[config.mk]
export PLATFORM = sky130hd
export DESIGN_NAME = ex_stage_buf
export DESIGN_NICKNAME = d
export VERILOG_FILES = /design/src/rtl/ex_stage_buf.sv
export SDC_FILE = /design/constraint.sdc
export NUM_CORES = 1
export LEC_CHECK = 0
export CELL_PAD_IN_SITES_DETAIL_PLACEMENT = 1
export CELL_PAD_IN_SITES_GLOBAL_PLACEMENT = 1
export CORE_UTILIZATION = 39
export DETAILED_ROUTE_END_ITERATION = 12
export PLACE_DENSITY = 0.82
export SYNTH_ARGS = -nofsm -noshare
export SYNTH_HDL_FRONTEND = slang
export SYNTH_SLANG_ARGS = --single-unit
export TNS_END_PERCENT = 30
[constraint.sdc]
create_clock -name clk -period 4.86 [get_ports clk]
set_input_delay 0.972 -clock clk [delete_from_list [all_inputs] [get_ports clk]]
set_output_delay 0.972 -clock clk [all_outputs]
set_load 0.01 [all_outputs]
[src/rtl/ex_stage_buf.sv]
// EX-stage entry buffer: skid (SKID=1) or single register (SKID=0) holding
// IR/PC/BD/exception/payload; head drives out_*, out_exc resolves overflow.
//
// Ports:
//   clk, reset    rising-edge clock, synchronous active-high reset
//   flush         exception/eret clear; leaves a bubble carrying in_pc
//   in_valid/in_ready, in_ir, in_pc, in_bd, in_exc, in_data : upstream entry
//   over          ALU overflow for the head entry
//   out_valid/out_ready, out_ir, out_pc, out_bd, out_data, out_exc : head
//   count         occupied entries 0..2
module ex_stage_buf #(
    parameter int NCH  = 6,
    parameter int SKID = 1
) (
    input  logic              clk,
    input  logic              reset,
    input  logic              flush,
    input  logic              in_valid,
    output logic              in_ready,
    input  logic [31:0]       in_ir,
    input  logic [31:0]       in_pc,
    input  logic              in_bd,
    input  logic [4:0]        in_exc,
    input  logic [NCH*32-1:0] in_data,
    input  logic              over,
    output logic              out_valid,
    input  logic              out_ready,
    output logic [31:0]       out_ir,
    output logic [31:0]       out_pc,
    output logic              out_bd,
    output logic [NCH*32-1:0] out_data,
    output logic [4:0]        out_exc,
    output logic [1:0]        count
);
    localparam int DW = NCH * 32;

    // state encoding doubles as the occupancy count
    typedef enum logic [1:0] {
        EMPTY = 2'd0,
        ONE   = 2'd1,
        FULL  = 2'd2
    } state_t;

    state_t state, state_nxt;
    logic   ready_q;
    logic   push, pop;
    logic   load_in, load_skid, shift, drain;

    logic [31:0]   head_ir, head_pc, skid_ir, skid_pc;
    logic          head_bd, skid_bd;
    logic [4:0]    head_exc, skid_exc;
    logic [DW-1:0] head_data, skid_data;

    logic [5:0] op, fn;
    logic       is_load, is_store, is_arith;

    assign push = in_valid & in_ready;
    assign pop  = out_valid & out_ready;

    // state register; in_ready for the skid variant is a flop of the next state
    always_ff @(posedge clk) begin
        if (reset) begin
            state   <= EMPTY;
            ready_q <= 1'b1;
        end else begin
            state   <= state_nxt;
            ready_q <= (state_nxt != FULL);
        end
    end

    // next state
    always_comb begin
        state_nxt = state;
        if (flush) begin
            state_nxt = EMPTY;
        end else begin
            unique case (state)
                EMPTY: if (push) state_nxt = ONE;
                ONE: begin
                    if (push && !pop && SKID != 0) state_nxt = FULL;
                    else if (pop && !push)         state_nxt = EMPTY;
                end
                FULL:    if (pop) state_nxt = ONE;
                default: state_nxt = EMPTY;
            endcase
        end
    end

    // outputs derived from state
    always_comb begin
        out_valid = (state != EMPTY);
        count     = state;
        if (SKID != 0) in_ready = ready_q;
        else           in_ready = (state == EMPTY) || out_ready;
    end

    // head is refilled from in_* only when it is empty or leaving this cycle;
    // otherwise a push parks in the skid register
    assign load_in   = push && (state == EMPTY || pop);
    assign load_skid = push && !pop && (state == ONE);
    assign shift     = pop && (state == FULL);
    assign drain     = pop && !push && (state == ONE);

    always_ff @(posedge clk) begin
        if (reset) begin
            head_ir   <= '0;
            head_pc   <= '0;
            head_bd   <= 1'b0;
            head_exc  <= '0;
            head_data <= '0;
        end else if (flush) begin
            // bubble keeps the PC so EPC can be taken from it
            head_ir   <= '0;
            head_pc   <= in_pc;
            head_bd   <= 1'b0;
            head_exc  <= '0;
            head_data <= '0;
        end else if (load_in) begin
            head_ir   <= in_ir;
            head_pc   <= in_pc;
            head_bd   <= in_bd;
            head_exc  <= in_exc;
            head_data <= in_data;
        end else if (shift) begin
            head_ir   <= skid_ir;
            head_pc   <= skid_pc;
            head_bd   <= skid_bd;
            head_exc  <= skid_exc;
            head_data <= skid_data;
        end else if (drain) begin
            // empty head reads as a nop
            head_ir   <= '0;
            head_bd   <= 1'b0;
            head_exc  <= '0;
            head_data <= '0;
        end
    end

    always_ff @(posedge clk) begin
        if (reset || flush) begin
            skid_ir   <= '0;
            skid_pc   <= '0;
            skid_bd   <= 1'b0;
            skid_exc  <= '0;
            skid_data <= '0;
        end else if (load_skid) begin
            skid_ir   <= in_ir;
            skid_pc   <= in_pc;
            skid_bd   <= in_bd;
            skid_exc  <= in_exc;
            skid_data <= in_data;
        end
    end

    assign out_ir   = head_ir;
    assign out_pc   = head_pc;
    assign out_bd   = head_bd;
    assign out_data = head_data;

    // overflow resolution on the head instruction
    assign op = head_ir[31:26];
    assign fn = head_ir[5:0];

    assign is_load  = (op == 6'b100011) || (op == 6'b100000) ||
                      (op == 6'b100100) || (op == 6'b100001) ||
                      (op == 6'b100101);
    assign is_store = (op == 6'b101011) || (op == 6'b101000) ||
                      (op == 6'b101001);
    assign is_arith = ((op == 6'b000000) &&
                       (fn == 6'b100000 || fn == 6'b100010)) ||
                      (op == 6'b001000);

    always_comb begin
        out_exc = head_exc;
        if (head_exc == 5'd0 && over && out_valid) begin
            if (is_load)       out_exc = 5'd4;
            else if (is_store) out_exc = 5'd5;
            else if (is_arith) out_exc = 5'd12;
            else               out_exc = 5'd0;
        end
    end

endmodule
# ---- Yosys cells after proc, flatten, opt, wreduce, memory -nomap -nowiden
# Cells that the tools add are included.
dict set report op_classes {
  n_eq_ne 14
  mux 25
  n_reduce_logical 28
  n_bitwise 2
}
# op count
set ops {}
lappend ops {{$mux W192} 3}
lappend ops {{$mux W32} 6}
lappend ops {{$eq A6 B6 Y1 const B} 10}
lappend ops {{$mux W5} 4}
lappend ops {{$mux W4} 3}
lappend ops {{$logic_or A1 B1 Y1} 10}
lappend ops {{$mux W2} 5}
lappend ops {{$logic_and A1 B1 Y1} 9}
lappend ops {{$eq A6 B4 Y1 const B} 1}
lappend ops {{$logic_not A6 Y1} 1}
lappend ops {{$pmux W2 S3} 1}
lappend ops {{$reduce_bool A3 Y1} 2}
lappend ops {{$logic_not A5 Y1} 1}
lappend ops {{$mux W1} 3}
lappend ops {{$and A1 B1 Y1} 2}
lappend ops {{$eq A2 B1 Y1 const B} 1}
lappend ops {{$eq A2 B2 Y1 const B} 1}
lappend ops {{$logic_not A1 Y1} 2}
lappend ops {{$logic_not A2 Y1} 1}
lappend ops {{$ne A2 B2 Y1 const B} 1}
lappend ops {{$reduce_bool A2 Y1} 1}
lappend ops {{$reduce_or A2 Y1} 1}
dict set report word_totals {
  regBits 527
}

# ---- Logic depth before layout (Yosys ltp)
dict set report logic_depth {
  depth_word 8
  ltp_mapped 8
  depth_no_buf 4
}

# ---- Least setup slack after synthesis
# Ideal clock, no wire load.
dict set report synth_timing {
  path_type {input -> output}
  startpoint {input port over}
  endpoint {output port out_exc[2]}
  path_slack_ns 2.204
  arrival_time_ns 1.684
  path_stages 4
  path_cell_list {nor4b_1 > nand2_1 > nor3_1 > a211o_1}
}
dict set report synth_between {
  elab_chain_cells 3
}
# element line_no
set synth_lines {}
lappend synth_lines {{start, declared} 25} ;# input logic over,
lappend synth_lines {{$logic_and A1 B1 Y1 (2 in series)} 175} ;# if (head_exc == 5'd0 && over && out_valid) begin
lappend synth_lines {{$mux W5} 175}
lappend synth_lines {{end, declared} 32} ;# output logic [4:0] out_exc,
# No other way between the ends.

# ---- Final worst setup path
# Ends and elaborated chain as after synthesis.

==> reports/metrics.csv <==
metric;value;unit
CP bufs+invs;2;
final setup margin;1.10;ns
reg-to-reg endpoint;out_data[145]$_SDFFE_PP0P_;
final hold vios;0;
peak per-stage delay on the critical path;0.53;ns
Hold Path End;skid_pc[11]$_SDFFE_PP0P_;
Leak;9.60;nW
syn_area_per_cell;8.79;um2
Die Wd;235;um
crit path max-delay cell type;clkdlybuf4s50_1;
hold depth;2;
# IOs;534;
Hold Startpoint;skid_pc[11]$_SDFFE_PP0P_;
Tcrit/Tclk final;0.774;
wire per inst;22.4;um
minimum clock period;3.76;ns
CP Capture Type;primary output;
Worst Tran Pin Value;1.49;ns
DR vias;20200;
#FFs+latches synth;527;
Clock Tree Buf Depth;3;
Total Wirelength;79700;um
H-tree levels;2;
final setup fails;0;
synthesized cell area;21200;um2
gr usage total;0.279;
Iter 0 DRT Violations;968;
First-pass DRT Iterations;5;
Fmax;0.266;GHz
unrepaired setup endpoints after global routing;no;
Synth cell types;43;
Final Skew;0.0184;ns
Top delay family on crit path;buffers and inverters;
MaxCap Viol Count;0;
PortBufs;533;
sequential area share after synthesis;0.499;
grt ovf;0;
TNS Setup;0;ns
Pwr Density;354;nW/um2
Clk Latency, worst-skew pair;0.61;ns
Final #Nets;3069;
cts bufs inserted;56;
row cnt;84;
R2R setup slack;2.16;ns
P&R area growth vs syn;34.5;%
Setup Fix Bufs, Post-CTS;0;
worst path required time;3.89;ns
Post-Syn Instances;2406;
cts hold-fix bufs;0;
EDFF count, synth;0;
layout cells sized above 1;0.105;
Max Transition Viols Final;0;
vias in the first global route;21700;
hpwl dp;50200;um
Die ar.;55200;um2
normalized max-slew margin;0.00938;
YS warnings;0;
Async S/R FF share, synth;0;
Mapped Nets;2674;
Startpoint Class;input pin;
pin count of the biggest net entering global routing;229;
CP most frequent cell;clkdlybuf4s50_1;
vias per std cell;5.69;
post-route ant nets;0;
clock sink count;527;
DRC viols;0;
initial antenna violation count;32;
post-cts repair resize count;0;
ys flop type;dfxtp_1;
first-pass GRT wire length;124000;um
starting density of the core;0.399;
Worst EP arrival;2.79;ns
Critical Path Fanout Max;2;
worst slack, placed;1.10;ns
placer's final routability congestion estimate;0.833;
core area;53100;um2
Worst R2R Start;count[1]$_SDFF_PP0_;
crit-path cells;clkdlybuf4s50_1, nor4b_1, nand2_1, nor3_1, a211o_1, clkdlybuf4s50_1;
# fillers;6064;
TritonCTS clock tree;built;
clk slew on worst S/H paths;0.06;ns
DIE HEIGHT;235;um
VDD IR-drop max;326;uV
status;finished clean;
worst hold path class;flip-flop to flip-flop;
root buf cell;clkbuf_16;
critical path class;input pin to primary output;
R2R depth;6;
==> layer usage <==
layer  vias to the layer above  track usage  routed length, um
li1                       9227            -                  -
met1                     10200        0.315              31400
met2                       593        0.487              39700
met3                       194       0.0674               4760
met4                        14        0.145               3760
met5                         -            0                 93
==> power by group <==
| part | leakage [nW] | internal, mW | switching, mW | total [mW] |
|---|---|---|---|---|
| Clock | 0.869 | 2.42 | 1.78 | 4.20 |
| Combinational | 4.45 | 0.643 | 0.703 | 1.35 |
| Sequential | 4.28 | 4.45 | 0.0886 | 4.54 |
| Total | 9.60 | 7.51 | 2.57 | 10.1 |
==> through the flow <==
stage | utilization | hold slack [ns] | std cells | total power [mW] | instance area, um2
finish | 0.536 | 0.455 | 3555 | 10.1 | 28500
global route | 0.536 | 0.478 | 3553 | 10.4 | 28500
CTS | 0.535 | 0.455 | 3530 | 10.2 | 28400
detailed placement | 0.502 | 0.447 | 3431 | 5.97 | 26600
global placement | 0.502 | 0.441 | 3431 | 5.93 | 26600
floorplan | - | 0.436 | 2406 | 5.27 | 21200
==> kinds of logic (layout without fill, tap and decap cells) <==
kind of cell    count (synthesis)  count (layout)  synth area share
compound gates                768             768             0.281
other cells                     0              25                 0
mux                             1               1          0.000473
flops                         527             527             0.499
simple gates                  872             872             0.157
buf+inv                       238             674            0.0623
==> how the worst max path moves through the flow <==
stage / start / cells after the start / to
after detailed placement: over / 6 / out_exc[2]
after floorplan: over / 4 / out_exc[2]
after global routing: over / 6 / out_exc[3]
after global placement: over / 6 / out_exc[2]
after CTS: over / 6 / out_exc[2]
final: over / 6 / out_exc[2]
==> worst register-to-register path, cell delays in order, from the launching register on <==
cell	delay (ns)
dfxtp_1	0.68
nand2_1	0.27
o211ai_4	0.67
buf_12	0.34
buf_4	0.37
a221oi_1	0.11
nor2_1	0.17
==> sequential cells by signal (all words and copies together) (netlist names), 2 cells and up <==
register   flops
skid_pc       32
skid_exc       5
out_ir        32
count          2
out_pc        32
skid_data    192
skid_ir       32
out_data     192
head_exc       5
==> Yosys cell counts, drive strengths merged (3+ instances only) <==
cell / instances / area, um2
nand2: 592 / 2220
dfxtp: 527 / 10600
a21oi: 265 / 1330
nor2: 261 / 980
a221oi: 229 / 3070
o21ai: 229 / 1150
buf: 131 / 912
clkbuf: 104 / 394
a311oi: 32 / 280
inv: 3 / 11.3
nor3: 3 / 15.0
or2: 3 / 18.8
==> cell usage in the layout (no fill, tap or decap), types with 20 or more instances in the layout <==
master and count:
dfxtp_1 527, o21ai_0 188, nor2_1 260, a221oi_1 59, diode_2 25, nand2_1 592, o21ai_1 41, clkbuf_1 21
clkbuf_16 57, a221oi_2 170, clkdlybuf4s50_1 533, a311oi_1 32, buf_4 20, a21oi_1 263
==> final cells by class <==
type,count,area (um2),share of cell area
flip-flops and latches,527,10600,0.371
multi-input cells,1641,9340,0.328
repair buffers,572,5870,0.206
clock buffers,92,1700,0.0597
well taps,688,861,0.0302
clock inverters,7,73.8,0.00259
diodes,25,62.6,0.00220
inverters,3,11.3,0.000396
No activity file was read; power rests on OpenSTA's default activity.
